===== src/rtl/ctrl_pkg.sv =====
// ctrl_pkg: opcodes, ALUOp encodings and the control word shared by the pipeline control unit.
package ctrl_pkg;

    localparam logic [5:0] OP_ADD = 6'h20;
    localparam logic [5:0] OP_SUB = 6'h22;
    localparam logic [5:0] OP_AND = 6'h24;
    localparam logic [5:0] OP_OR  = 6'h25;
    localparam logic [5:0] OP_SLT = 6'h2A;
    localparam logic [5:0] OP_LW  = 6'h23;
    localparam logic [5:0] OP_SW  = 6'h2B;
    localparam logic [5:0] OP_BEQ = 6'h04;
    localparam logic [5:0] OP_J   = 6'h02;

    localparam logic [1:0] ALU_ADD  = 2'b00;
    localparam logic [1:0] ALU_SUB  = 2'b01;
    localparam logic [1:0] ALU_FUNC = 2'b10;
    localparam logic [1:0] ALU_JMP  = 2'b11;

    typedef struct packed {
        logic       regdst;
        logic       alusrc;
        logic       branch;
        logic       jump;
        logic       memread;
        logic       memwrite;
        logic       memtoreg;
        logic       regwrite;
        logic [1:0] aluop;
    } ctrl_word_t;

endpackage


===== src/rtl/ctrl_decode.sv =====
// ctrl_decode: combinational opcode -> control word, plus which source fields the instruction reads.
module ctrl_decode
    import ctrl_pkg::*;
#(
    parameter int OPC_W = 6
) (
    input  logic [OPC_W-1:0] opcode,
    output ctrl_word_t       word,
    output logic             uses_rs,
    output logic             uses_rt
);

    always_comb begin
        word    = '0;
        uses_rs = 1'b0;
        uses_rt = 1'b0;
        case (opcode)
            OPC_W'(OP_ADD), OPC_W'(OP_SUB), OPC_W'(OP_AND), OPC_W'(OP_OR), OPC_W'(OP_SLT): begin
                word.regdst   = 1'b1;
                word.regwrite = 1'b1;
                word.aluop    = ALU_FUNC;
                uses_rs       = 1'b1;
                uses_rt       = 1'b1;
            end
            OPC_W'(OP_LW): begin
                word.alusrc   = 1'b1;
                word.memread  = 1'b1;
                word.memtoreg = 1'b1;
                word.regwrite = 1'b1;
                word.aluop    = ALU_ADD;
                uses_rs       = 1'b1;
            end
            OPC_W'(OP_SW): begin
                word.alusrc   = 1'b1;
                word.memwrite = 1'b1;
                word.aluop    = ALU_ADD;
                uses_rs       = 1'b1;
                uses_rt       = 1'b1;
            end
            OPC_W'(OP_BEQ): begin
                word.branch = 1'b1;
                word.aluop  = ALU_SUB;
                uses_rs     = 1'b1;
                uses_rt     = 1'b1;
            end
            OPC_W'(OP_J): begin
                word.jump  = 1'b1;
                word.aluop = ALU_JMP;
            end
            default: ;
        endcase
    end

endmodule


===== src/rtl/pipe_ctrl_unit.sv =====
// pipe_ctrl_unit: pipelined control with load-use stall and branch/jump flush.
// Define PIPE_CTRL_PERF_EN to add saturating stall/flush counters.
module pipe_ctrl_unit
    import ctrl_pkg::*;
#(
    parameter int OPC_W = 6,
    parameter int RA_W  = 5
`ifdef PIPE_CTRL_PERF_EN
    ,
    parameter int CNT_W = 16
`endif
) (
    input  logic             clk,
    input  logic             rst,
    input  logic [OPC_W-1:0] id_opcode,
    input  logic [RA_W-1:0]  id_rs,
    input  logic [RA_W-1:0]  id_rt,
    input  logic [RA_W-1:0]  id_rd,
    input  logic             ex_br_taken,
    output logic             pc_write,
    output logic             ifid_write,
    output logic             ifid_flush,
    output logic             id_jump,
    output logic             ex_alusrc,
    output logic             ex_regdst,
    output logic             ex_branch,
    output logic             ex_memread,
    output logic [1:0]       ex_aluop,
    output logic [RA_W-1:0]  ex_dst,
    output logic             mem_memread,
    output logic             mem_memwrite,
    output logic             mem_memtoreg,
    output logic             mem_regwrite,
    output logic [RA_W-1:0]  mem_dst,
    output logic             wb_memtoreg,
    output logic             wb_regwrite,
    output logic [RA_W-1:0]  wb_dst
`ifdef PIPE_CTRL_PERF_EN
    ,
    output logic [CNT_W-1:0] stall_cnt,
    output logic [CNT_W-1:0] flush_cnt
`endif
);

    ctrl_word_t      id_w;
    logic            uses_rs;
    logic            uses_rt;
    logic            stall;
    logic            brflush;
    logic            squash;
    logic            id_wr;
    logic [RA_W-1:0] id_dst;
    logic            ex_memwrite;
    logic            ex_memtoreg;
    logic            ex_regwrite;

    ctrl_decode #(.OPC_W(OPC_W)) u_decode (
        .opcode  (id_opcode),
        .word    (id_w),
        .uses_rs (uses_rs),
        .uses_rt (uses_rt)
    );

    // A taken branch squashes the ID instruction, so any stall it would raise is moot.
    always_comb begin
        brflush    = ex_branch && ex_br_taken;
        stall      = ex_memread && ex_dst != '0 &&
                     ((ex_dst == id_rs && uses_rs) || (ex_dst == id_rt && uses_rt));
        id_jump    = id_w.jump && !brflush && !stall;
        ifid_flush = brflush || id_jump;
        pc_write   = brflush || !stall;
        ifid_write = pc_write;
        squash     = brflush || stall || id_w.jump;
        id_dst     = id_w.regdst ? id_rd : id_rt;
        id_wr      = id_w.regwrite && id_dst != '0;
    end

    always_ff @(posedge clk) begin
        if (rst) begin
            {ex_alusrc, ex_regdst, ex_branch, ex_memread, ex_memwrite, ex_memtoreg, ex_regwrite} <= '0;
            ex_aluop <= '0;
            ex_dst   <= '0;
            {mem_memread, mem_memwrite, mem_memtoreg, mem_regwrite} <= '0;
            mem_dst  <= '0;
            {wb_memtoreg, wb_regwrite} <= '0;
            wb_dst   <= '0;
        end else begin
            ex_alusrc    <= !squash && id_w.alusrc;
            ex_regdst    <= !squash && id_w.regdst;
            ex_branch    <= !squash && id_w.branch;
            ex_memread   <= !squash && id_w.memread;
            ex_memwrite  <= !squash && id_w.memwrite;
            ex_memtoreg  <= !squash && id_w.memtoreg;
            ex_regwrite  <= !squash && id_wr;
            ex_aluop     <= squash ? ALU_ADD : id_w.aluop;
            ex_dst       <= squash ? '0 : id_dst;
            mem_memread  <= ex_memread;
            mem_memwrite <= ex_memwrite;
            mem_memtoreg <= ex_memtoreg;
            mem_regwrite <= ex_regwrite;
            mem_dst      <= ex_dst;
            wb_memtoreg  <= mem_memtoreg;
            wb_regwrite  <= mem_regwrite;
            wb_dst       <= mem_dst;
        end
    end

`ifdef PIPE_CTRL_PERF_EN
    always_ff @(posedge clk) begin
        if (rst) begin
            stall_cnt <= '0;
            flush_cnt <= '0;
        end else begin
            if (stall && !brflush && stall_cnt != '1)
                stall_cnt <= stall_cnt + CNT_W'(1);
            if (ifid_flush && flush_cnt != '1)
                flush_cnt <= flush_cnt + CNT_W'(1);
        end
    end
`endif

endmodule


===== config.mk =====
export PLATFORM = sky130hd
export DESIGN_NAME = pipe_ctrl_unit
export DESIGN_NICKNAME = d
export VERILOG_FILES = /design/src/rtl/ctrl_pkg.sv /design/src/rtl/ctrl_decode.sv /design/src/rtl/pipe_ctrl_unit.sv
export SDC_FILE = /design/constraint.sdc
export NUM_CORES = 1
export LEC_CHECK = 0
export ABC_AREA = 1
export CAP_MARGIN = 5
export CORE_ASPECT_RATIO = 0.7
export CORE_MARGIN = 2
export CORE_UTILIZATION = 30
export CTS_CLUSTER_SIZE = 40
export DETAILED_ROUTE_END_ITERATION = 8
export SYNTH_ARGS = -nofsm -noshare
export SYNTH_HDL_FRONTEND = slang
export SYNTH_SLANG_ARGS = --single-unit

===== constraint.sdc =====
create_clock -name clk -period 1.67 [get_ports clk]
set_input_delay 0.334 -clock clk [delete_from_list [all_inputs] [get_ports clk]]
set_output_delay 0.334 -clock clk [all_outputs]
set_load 0.05 [all_outputs]

==> results <==
- The flow ran to the end, but the final reports show violations.
- The checks that failed: setup timing.
- The via count of the first global-routing pass is 1132.
- The area growth from synthesis to layout is 69.8%.
- The top cell types in the final layout, fill and taps aside, are buf_4, inv_1, nand2_1, nor2_1, dfxtp_1.
- The number of ports placed on the die boundary is 55.
- The first-iteration detailed-routing DRC count is 41.
- After detailed routing, the average wire length per cell comes to 10.6 µm.
- The post-synthesis average cell area is 7.37 µm².
- The final non-filler cell total is 314.
- Of the total power, the clock network draws 31.0%.
- The quantity of I/O buffers inserted on ports is 54.
- The commonest non-fill, non-tap cell in the layout is buf_4.
- The startpoint identified for the worst hold timing path is ex_memwrite.
- The post-synthesis instance total is 177.
- Before CTS, the worst setup slack after placement is -542 ps.
- At the end of the flow, the number of nets in the layout was 284.
- The worst hold path was traced through 2 stages.
- The switching share of total power is 28.3%.
- The count of state elements after synthesis is 28.
- In this run the worst hold path is classified as reg2reg.
- In this run the vertical extent of the chip is 59.2 µm.
- The detail route stage leaves a number of antenna-violating nets equal to 0.
- The category of the critical setup timing path is reg2out.
- The sequential power share is 46.2%.
- The fraction of met1 tracks used by global routing is 18.4%.
- Combinational cells account for 22.8% of the total power.
- The initial utilization of the core area, before any placement, comes to 30.7%.
- Including well taps, the total number of placed cells is 299.
- Global routing consumed, on the met2 layer, 22.8% of the routing resources.
- Setup repair after global routing could not meet its margin everywhere.
- Entering global routing, the biggest net connects 17 pins.
- The global-route wire length before repair is 5420 µm.
- For the final database, setup skew stands at 2.13 ps.
- The horizontal die dimension is 82.8 µm.
- STA puts the critical path data arrival time at 1480 ps.
- The core area is 4250 µm².
- The aggregate routed wire length is 3330 µm.
- Cells fill 52.1% of the core in the end.
- The Yosys step of the flow raised 0 warnings.
- The leakage power figure is 1.12 nW.
- The power density of the placed cells is 692 nW/µm².
- The highest net fanout along the worst path is 4.
- VDD sags by at most 0.000351 V.
- met2 is the most crowded layer.
- The critical path capture point type is an output port.
- The first-pass detailed-route iteration total is 4.
- The number of clock buffers added by TritonCTS is 3.
- The number of cells traversed by the worst register-to-register path is 9.
- In this run the clock root is driven by a clkbuf_8.
- The ratio of cells with drive above 1 in the final layout is 45.2%.
- In this run the worst setup path begins at ex_dst[3].
- The average vias per placed instance is 4.05.
- Measured against its own limit, the worst slew margin works out to 83.8%.
- Row generation in the floorplan step produced 20 rows.
- The total global routing track utilization is 14.0%.
- The worst-case clock buffer depth is 2.
- The share of the clock period used by the worst path after layout is 109%.
- The met3 usage is 3.90%.
- The final setup slack of the worst path is -148 ps.
- The detailed-route via count is 1272.
- The DRC violation count after routing is 0.
- The post-synthesis net count is 201.
- The number of antenna violations at the first check in global routing is 0.
- The floorplan step defined a die boundary enclosing 4900 µm².
- Detailed placement ended at an HPWL of 2510 µm.
- After clock tree synthesis, the clock-pin slew on the worst setup and hold paths is 100 ps.
- The sequential share of the synthesized area is 43.0%.
- At the pin with the least slew margin, the transition time is 243 ps.
- The cell area that synthesis handed to floorplanning was 1310 µm².
- The internal power consumption is 1.10 mW.
- The final count of negative-setup-slack endpoints is 2.
- The peak clock frequency supported by timing is 0.550 GHz.
- STA puts the critical path data required time at 1340 ps.
- The reg-to-reg startpoint is ex_dst[3].
- The synthesized netlist contains 26 unique library cells.
- The number of failing hold endpoints at the final stage is 0.
- The sink count of the clock tree is 28.
- The max-slew violation count is 0.
- TritonCTS built the clock tree.
- The number of antenna cells inserted is 0.
- The count of H-tree levels built during CTS is 1.
- The net switching power figure is 0.433 mW.
- For the worst-skew pair, the clock arrives at the later sink with an insertion delay of 270 ps.
- Summing internal, switching and leakage power gives 1.53 mW.
- The hold buffer count at CTS is 0.
- The total congestion overflow after global routing is 0.
- The number of maximum-capacitance violations is 0.
- The final critical delay including setup and external delays is 1820 ps.
- The placer's final routability congestion estimate is 0.777.
- The worst setup path is launched from a flip-flop.
## metal layers
metal	up-vias	routed length, µm
li1	688	-
met2	38	1510
met3	4	231
met4	0	51
met5	-	0
met1	542	1540
## through the flow
stage,TNS [ps],hold slack (ps),instance area [µm²]
3_3_place_gp,-6150,395,2030
3_5_place_dp,-6570,398,2030
6_report,-295,410,2220
4_1_cts,-369,412,2190
5_1_grt,-488,431,2220
2_1_floorplan,-40.9,388,1360
## final timing paths
| check | endpoint | slack (ps) |
|---|---|---|
| setup / recovery | ifid_write | -150 |
| hold / removal | mem_memwrite | 410 |
| setup reg to reg | ex_regwrite | 280 |
| hold reg to reg | mem_memwrite | 410 |
## power groups by stage
stage | Sequential [mW] | Clock [mW] | Combinational (mW)
after floorplan | 0.792 | 0 | 0.116
after global placement | 0.722 | 0 | 0.335
after detailed placement | 0.722 | 0 | 0.336
after CTS | 0.707 | 0.486 | 0.341
after global routing | 0.711 | 0.519 | 0.377
final | 0.708 | 0.476 | 0.350
## critical path, cell delays in order (launching register included)
cell and delay [ps]:
dfxtp_4 390, inv_4 40, nand2_2 50, nand4_1 110, nor3_2 180, o21ai_2 80, nand2_2 100, nand3_4 100
buf_12 160
## what timing repair did
item | CTS | global route
resized for setup | 40 | 16
setup buffers | 9 | 2
setup endpoints to repair | 17 | 6
gates cloned | 0 | 0
pin swaps | 9 | 8
## Yosys cell counts, drive strengths merged
library cell | number | area (µm²)
xnor2 | 5 | 43.8
dfxtp | 28 | 561
a21oi | 1 | 5.00
nor2 | 39 | 189
nor3 | 1 | 5.00
inv | 38 | 143
o21bai | 1 | 7.51
and3 | 1 | 6.26
nand3 | 12 | 77.6
o21ai | 3 | 18.8
nand4 | 5 | 31.3
buf | 3 | 26.3
a21boi | 1 | 7.51
nand2 | 35 | 159
clkbuf | 2 | 7.51
xor2 | 2 | 17.5
## flip-flops by register name, indices dropped and copies added (netlist names), 2 cells and up
register and cells:
ex_dst 5, mem_dst 5, wb_dst 5, ex_aluop 2
## final cells by class
cell class / count / area (µm²)
clock buffers: 4 / 66.3
fillers: 422 / 2040
inverters: 38 / 145
multi-input cells: 106 / 646
flip-flops and latches: 28 / 579
well taps: 55 / 68.8
repair buffers: 83 / 711
## logic make-up after synthesis
logic type,after synthesis,synth area share (%)
buffers and inverters,43,13.5
flip-flops,28,43.0
AND/OR/NAND/NOR,93,35.9
AO/OA/AOI/OAI,6,2.97
XOR/XNOR,7,4.70
(Power assumes the default switching activity.)
